`src/rtl/jace_ps2_keyboard.sv`:
```
// PS/2 (scan-code set 2) receiver and decoder feeding the Jupiter Ace 8x5 key matrix.
// The matrix is read back combinationally through the active-low row/column port.
module jace_ps2_keyboard #(
   parameter int TIMEOUT_CYCLES = 2500
) (
   input  logic       clk,
   input  logic       rst,
   input  logic       ps2_clk,
   input  logic       ps2_data,
   input  logic [7:0] rows,
   output logic [4:0] kbdcols,
   output logic [7:0] scan_code,
   output logic       scan_strobe
);

   localparam int TW = $clog2(TIMEOUT_CYCLES + 1);

   typedef enum logic [1:0] {
      ST_IDLE   = 2'd0,
      ST_DATA   = 2'd1,
      ST_PARITY = 2'd2,
      ST_STOP   = 2'd3
   } state_t;

   // Returns {valid, matrix index} where index = row*5 + col.
   function automatic logic [6:0] key_map(input logic ext, input logic [7:0] code);
      logic [6:0] r;
      r = 7'd0;
      if (ext) begin
         case (code)
            8'h14:   r = {1'b1, 6'd1};
            8'h5A:   r = {1'b1, 6'd30};
            default: r = 7'd0;
         endcase
      end else begin
         case (code)
            8'h12, 8'h59: r = {1'b1, 6'd0};
            8'h14: r = {1'b1, 6'd1};
            8'h1A: r = {1'b1, 6'd2};
            8'h22: r = {1'b1, 6'd3};
            8'h21: r = {1'b1, 6'd4};
            8'h1C: r = {1'b1, 6'd5};
            8'h1B: r = {1'b1, 6'd6};
            8'h23: r = {1'b1, 6'd7};
            8'h2B: r = {1'b1, 6'd8};
            8'h34: r = {1'b1, 6'd9};
            8'h15: r = {1'b1, 6'd10};
            8'h1D: r = {1'b1, 6'd11};
            8'h24: r = {1'b1, 6'd12};
            8'h2D: r = {1'b1, 6'd13};
            8'h2C: r = {1'b1, 6'd14};
            8'h16: r = {1'b1, 6'd15};
            8'h1E: r = {1'b1, 6'd16};
            8'h26: r = {1'b1, 6'd17};
            8'h25: r = {1'b1, 6'd18};
            8'h2E: r = {1'b1, 6'd19};
            8'h45: r = {1'b1, 6'd20};
            8'h46: r = {1'b1, 6'd21};
            8'h3E: r = {1'b1, 6'd22};
            8'h3D: r = {1'b1, 6'd23};
            8'h36: r = {1'b1, 6'd24};
            8'h4D: r = {1'b1, 6'd25};
            8'h44: r = {1'b1, 6'd26};
            8'h43: r = {1'b1, 6'd27};
            8'h3C: r = {1'b1, 6'd28};
            8'h35: r = {1'b1, 6'd29};
            8'h5A: r = {1'b1, 6'd30};
            8'h4B: r = {1'b1, 6'd31};
            8'h42: r = {1'b1, 6'd32};
            8'h3B: r = {1'b1, 6'd33};
            8'h33: r = {1'b1, 6'd34};
            8'h29: r = {1'b1, 6'd35};
            8'h3A: r = {1'b1, 6'd36};
            8'h31: r = {1'b1, 6'd37};
            8'h32: r = {1'b1, 6'd38};
            8'h2A: r = {1'b1, 6'd39};
            default: r = 7'd0;
         endcase
      end
      return r;
   endfunction

   function automatic logic odd_parity9(input logic [7:0] data, input logic par);
      return ^{data, par};
   endfunction

   logic          clk_s1_q, clk_s2_q, clk_prev_q, dat_s1_q, dat_s2_q;
   state_t        state_q, state_d;
   logic [2:0]    bit_cnt_q, bit_cnt_d;
   logic [7:0]    shift_q, shift_d;
   logic          par_q, par_d;
   logic [TW-1:0] tmo_q, tmo_d;
   logic          brk_q, brk_d, ext_q, ext_d;
   logic [39:0]   matrix_q, matrix_d;
   logic [7:0]    scan_code_q, scan_code_d;
   logic          scan_strobe_q, scan_strobe_d;
   logic          fe_s, timeout_s, accept_s;
   logic [6:0]    map_s;
   logic [4:0]    cols_s;

   assign fe_s      = clk_prev_q & ~clk_s2_q;
   assign timeout_s = (tmo_q == TW'(TIMEOUT_CYCLES));
   assign map_s     = key_map(ext_q, shift_q);

   // State register and all datapath flops; synchronisers idle high.
   always_ff @(posedge clk or posedge rst) begin
      if (rst) begin
         clk_s1_q      <= 1'b1;
         clk_s2_q      <= 1'b1;
         clk_prev_q    <= 1'b1;
         dat_s1_q      <= 1'b1;
         dat_s2_q      <= 1'b1;
         state_q       <= ST_IDLE;
         bit_cnt_q     <= 3'd0;
         shift_q       <= 8'h00;
         par_q         <= 1'b0;
         tmo_q         <= '0;
         brk_q         <= 1'b0;
         ext_q         <= 1'b0;
         matrix_q      <= 40'd0;
         scan_code_q   <= 8'h00;
         scan_strobe_q <= 1'b0;
      end else begin
         clk_s1_q      <= ps2_clk;
         clk_s2_q      <= clk_s1_q;
         clk_prev_q    <= clk_s2_q;
         dat_s1_q      <= ps2_data;
         dat_s2_q      <= dat_s1_q;
         state_q       <= state_d;
         bit_cnt_q     <= bit_cnt_d;
         shift_q       <= shift_d;
         par_q         <= par_d;
         tmo_q         <= tmo_d;
         brk_q         <= brk_d;
         ext_q         <= ext_d;
         matrix_q      <= matrix_d;
         scan_code_q   <= scan_code_d;
         scan_strobe_q <= scan_strobe_d;
      end
   end

   // Receiver next-state: timeout outranks any coincident falling edge.
   always_comb begin
      state_d = state_q;
      if (timeout_s) begin
         state_d = ST_IDLE;
      end else if (fe_s) begin
         case (state_q)
            ST_IDLE:   state_d = dat_s2_q ? ST_IDLE : ST_DATA;
            ST_DATA:   state_d = (bit_cnt_q == 3'd7) ? ST_PARITY : ST_DATA;
            ST_PARITY: state_d = ST_STOP;
            ST_STOP:   state_d = ST_IDLE;
            default:   state_d = ST_IDLE;
         endcase
      end else begin
         state_d = state_q;
      end
   end

   // Receiver outputs: shift register, parity capture, timeout counter, byte accept.
   always_comb begin
      bit_cnt_d = bit_cnt_q;
      shift_d   = shift_q;
      par_d     = par_q;
      accept_s  = 1'b0;
      if ((state_q == ST_IDLE) || timeout_s || fe_s) begin
         tmo_d = '0;
      end else begin
         tmo_d = tmo_q + TW'(1);
      end
      if (fe_s && !timeout_s) begin
         case (state_q)
            ST_IDLE: bit_cnt_d = 3'd0;
            ST_DATA: begin
               shift_d   = {dat_s2_q, shift_q[7:1]};
               bit_cnt_d = bit_cnt_q + 3'd1;
            end
            ST_PARITY: par_d = dat_s2_q;
            ST_STOP:   accept_s = dat_s2_q & odd_parity9(shift_q, par_q);
            default:   bit_cnt_d = 3'd0;
         endcase
      end else begin
         accept_s = 1'b0;
      end
   end

   // Decoder: prefix flags and matrix updates on each accepted byte.
   always_comb begin
      brk_d         = brk_q;
      ext_d         = ext_q;
      matrix_d      = matrix_q;
      scan_code_d   = scan_code_q;
      scan_strobe_d = accept_s;
      if (accept_s) begin
         scan_code_d = shift_q;
         case (shift_q)
            8'hF0: brk_d = 1'b1;
            8'hE0: ext_d = 1'b1;
            8'hE1: brk_d = brk_q;
            default: begin
               brk_d = 1'b0;
               ext_d = 1'b0;
               // Esc make is a panic button that releases every key.
               if (!ext_q && (shift_q == 8'h76)) begin
                  if (!brk_q) begin
                     matrix_d = 40'd0;
                  end else begin
                     matrix_d = matrix_q;
                  end
               end else if (map_s[6]) begin
                  matrix_d[map_s[5:0]] = ~brk_q;
               end else begin
                  matrix_d = matrix_q;
               end
            end
         endcase
      end else begin
         scan_code_d = scan_code_q;
      end
   end

   // Column read-back: OR of all selected (low) rows, then inverted.
   always_comb begin
      cols_s = 5'd0;
      for (int i = 0; i < 8; i++) begin
         if (!rows[i]) begin
            cols_s = cols_s | matrix_q[i*5 +: 5];
         end else begin
            cols_s = cols_s;
         end
      end
   end

   assign kbdcols     = ~cols_s;
   assign scan_code   = scan_code_q;
   assign scan_strobe = scan_strobe_q;

endmodule

```
`config.mk`:
```
export PLATFORM = sky130hd
export DESIGN_NAME = jace_ps2_keyboard
export DESIGN_NICKNAME = d
export VERILOG_FILES = /design/src/rtl/jace_ps2_keyboard.sv
export SDC_FILE = /design/constraint.sdc
export NUM_CORES = 1
export LEC_CHECK = 0
export CAP_MARGIN = 20
export CORE_MARGIN = 5
export CORE_UTILIZATION = 45
export DETAILED_ROUTE_END_ITERATION = 8
export SYNTH_ARGS = -nofsm -noshare
export SYNTH_HDL_FRONTEND = slang
export SYNTH_SLANG_ARGS = --single-unit
```
`constraint.sdc`:
```
create_clock -name clk -period 2.95 [get_ports clk]
set_input_delay 0.295 -clock clk [delete_from_list [all_inputs] [get_ports clk]]
set_output_delay 0.295 -clock clk [all_outputs]
set_load 0.005 [all_outputs]
```
==> results.tsv <==
metric	value	unit
outcome	finished clean	
CP Max Fanout	12	
Die Y	118	µm
share of layout cells above drive strength 1	28.7	%
max_cap viols	0	
Cell Chain, Critical Path	buf_4 -> buf_4 -> nor2b_1 -> a311oi_1 -> a311oi_2 -> a311o_2 -> or4_4 -> o311ai_1 -> o21ai_1	
critical path arrival	3.09	ns
FF-to-FF path depth	9	
Leak Pwr	2.82	nW
gr usage total	21.6	%
synthesis-to-finish area growth	30.3	%
setup ws final	0.0714	ns
Worst-Margin Slew	0.670	ns
# DRC	0	
Cell Count, Final, Fillers Out	813	
initial antenna violation count	0	
Post-DP HPWL	11300	µm
startpoint types	register	
Post-Synthesis Cells	567	
Routed Antenna Nets	0	
Synth Register Bits	82	
Setup-failing EPs final	0	
Crit-path slowest cell	or4_4	
Rel. slew slack	55.3	%
Synth async-reset ratio	100	%
WL per Instance	18.7	µm
die width	118	µm
post-route minimum period	2.88	ns
XOR/XNOR Fraction of Synth Area	2.69	%
fin. max-slew vios	0	
adder-cell share of the synthesized area	2.88	%
post-synthesis simple-gate area fraction	18.8	%
root buf cell	clkbuf_16	
Worst Path Buf+Inv	2	
hold slack	0.350	ns
IO Port Bufs	25	
main flop type after synthesis	dfrtp_1	
IO Pins	26	
largest family of logic cells by synthesized area	compound AO/OA/AOI/OAI gates	
Post-synth EDFFs	0	
Total Power	0.00609	W
Worst path max stage delay	0.55	ns
clk slew on worst S/H paths	0.07	ns
Final Hold Viols	0	
CTS tree	yes	
Synth Area in Compound Gates	27.3	%
Final nets	689	
CTS H-tree lvls	3	
synthesized area	5220	µm²
initial DRC count	349	
Tcrit/Tclk final	97.6	%
Top delay family on crit path	compound AO/OA/AOI/OAI gates	
pre-CTS WS	-0.135	ns
YS warnings	0	
TritonCTS Buffers	9	
CP Capture Type	register	
Hold WC Path Type	input pin to async pin	
Vias/cell	5.97	
clk sinks	82	
clk_lat worst skew	0.35	ns
Rows	39	
VDD IR max	0.000602	V
Ant. Diodes	0	
syn_area_per_cell	9.20	µm²
power density over the cells	895	nW/µm²
Syn Nets	591	
clock tree buffer depth	2	
sequential fraction of the synthesis area	39.4	%
Layout Skew	0.00958	ns
Setup CP Type	register to register	
core area	11400	µm²
Netlist cell types	83	
first-pass GRT wire length	24800	µm
Critical Path Stages	9	
vias in the first global route	4783	
mux cell area share after synthesis	1.22	%
total routed wirelength	15200	µm
Most common cell on crit path	buf_4	
unrepaired setup endpoints after global routing	yes	
Initial Util	45.9	%
largest net degree at the start of global routing	46	
post-layout util	59.8	%
router iterations before antenna repair	5	
Placed Cells	786	
Die ar.	13900	µm²
Req. time, crit path	3.16	ns
gr ovfl total	0	
maximum operating frequency	0.347	GHz
GP Congestion	0.920	
via count	4850	
==> cell usage after synthesis (7+ instances only) <==
| cell type | n | share of area [%] |
|---|---|---|
| nand2_1 | 35 | 2.5 |
| clkbuf_1 | 13 | 0.94 |
| ha_1 | 12 | 2.9 |
| nand2b_1 | 11 | 1.3 |
| a21oi_1 | 25 | 2.4 |
| buf_2 | 12 | 1.2 |
| inv_1 | 59 | 4.2 |
| nor3_1 | 11 | 1.1 |
| o32a_1 | 7 | 1.3 |
| nand3_1 | 20 | 1.9 |
| o21ai_0 | 32 | 3.1 |
| nor2_1 | 22 | 1.6 |
| dfrtp_1 | 77 | 37 |
| or3_1 | 8 | 0.96 |
| o22ai_1 | 20 | 2.4 |
| o211ai_1 | 15 | 2.2 |
| o221ai_1 | 10 | 1.7 |
| nor4_1 | 8 | 0.96 |
==> metal layers <==
| layer | routed length [µm] | share of wire (%) | vias up | track usage, % |
|---|---|---|---|---|
| met5 | 0 | 0 | - | 0 |
| met4 | 342 | 2.2 | 0 | 6.74 |
| met2 | 7080 | 46 | 161 | 33.6 |
| li1 | - | - | 2318 | - |
| met1 | 6980 | 46 | 2339 | 30.6 |
| met3 | 829 | 5.4 | 32 | 3.89 |
==> placed cells by master (no fill, tap or decap), types with 6 or more instances in the layout <==
master,synthesis,final
ha_1,12,8
nand3_1,20,18
o32a_1,7,7
dfrtp_1,77,74
o211ai_1,15,15
nand2b_1,11,10
or3_1,8,7
and3_1,6,6
clkdlybuf4s50_1,0,25
o21ai_0,32,30
buf_4,1,88
inv_1,59,56
o22ai_1,20,20
clkbuf_16,0,9
nor4_1,8,7
nor3_1,11,9
a211o_1,6,6
or2_2,6,6
a21oi_1,25,23
nand2_1,35,34
o21ai_1,6,7
o221ai_1,10,10
nor2_1,22,22
==> area by class of cell <==
| class | instances | area, µm² |
|---|---|---|
| clock buffer | 9 | 225 |
| clock inverter | 7 | 124 |
| fill | 967 | 4570 |
| inverter | 59 | 225 |
| multi-input combinational | 393 | 2970 |
| sequential | 82 | 2060 |
| tap | 143 | 179 |
| timing repair buffer | 120 | 1020 |
==> where the power goes <==
| part | switching, W | internal [W] |
|---|---|---|
| logic | 0.00174 | 0.00155 |
| clock network | 0.000492 | 0.000836 |
| registers | 0.000185 | 0.00129 |
==> worst register-to-register path, delay by kind of cell, from the launching register on <==
kind | cells | cell delay, ns
AO/OA/AOI/OAI | 5 | 1.27
buffers and inverters | 2 | 0.36
flip-flops | 1 | 0.44
AND/OR/NAND/NOR | 2 | 0.69
==> metrics by stage <==
step                setup TNS (ns)  area (µm²)
finish                           0        6800
global route                -0.427        6800
CTS                              0        6560
detailed placement           -1.32        6160
global placement            -0.726        6160
floorplan                        0        5250
==> registers in the layout (all words and copies together) (netlist names) <==
signal       flops
dat_s2_q         1
tmo_q           12
par_q            1
clk_s1_q         1
state_q          2
scan_strobe      1
clk_s2_q         1
bit_cnt_q        3
matrix_q        40
dat_s1_q         1
brk_q            1
scan_code        8
shift_q          8
ext_q            1
clk_prev_q       1
==> cells by family (layout without fill, tap and decap cells) <==
logic type / count (synthesis) / after routing
AO/OA/AOI/OAI: 192 / 192
XOR/XNOR: 12 / 12
adder cells (fa/ha/maj): 12 / 12
buffers and inverters: 92 / 195
flip-flops: 82 / 82
multiplexers: 6 / 6
AND/OR/NAND/NOR: 171 / 171
==> repair_timing <==
item                       in CTS  in global routing
hold buffers                    0                  0
buffers inserted                2                  9
pin swaps                       2                 10
setup endpoints to repair      32                 40
cloned                          0                  0
gates resized for setup        10                 43
==> worst paths after layout <==
check | start | to | slack, ns
setup / recovery | shift_q[2] | matrix_q[12] | 0.07
hold / removal | rst | scan_code[7] | 0.35
setup reg to reg | shift_q[2] | matrix_q[12] | 0.07
hold reg to reg | clk_s1_q | clk_s2_q | 0.36
max in group asynchronous | rst | clk_s2_q | 1.90
min in group clk | ps2_data | dat_s1_q | 0.35
Note: power is estimated with default switching activity, not from simulation.
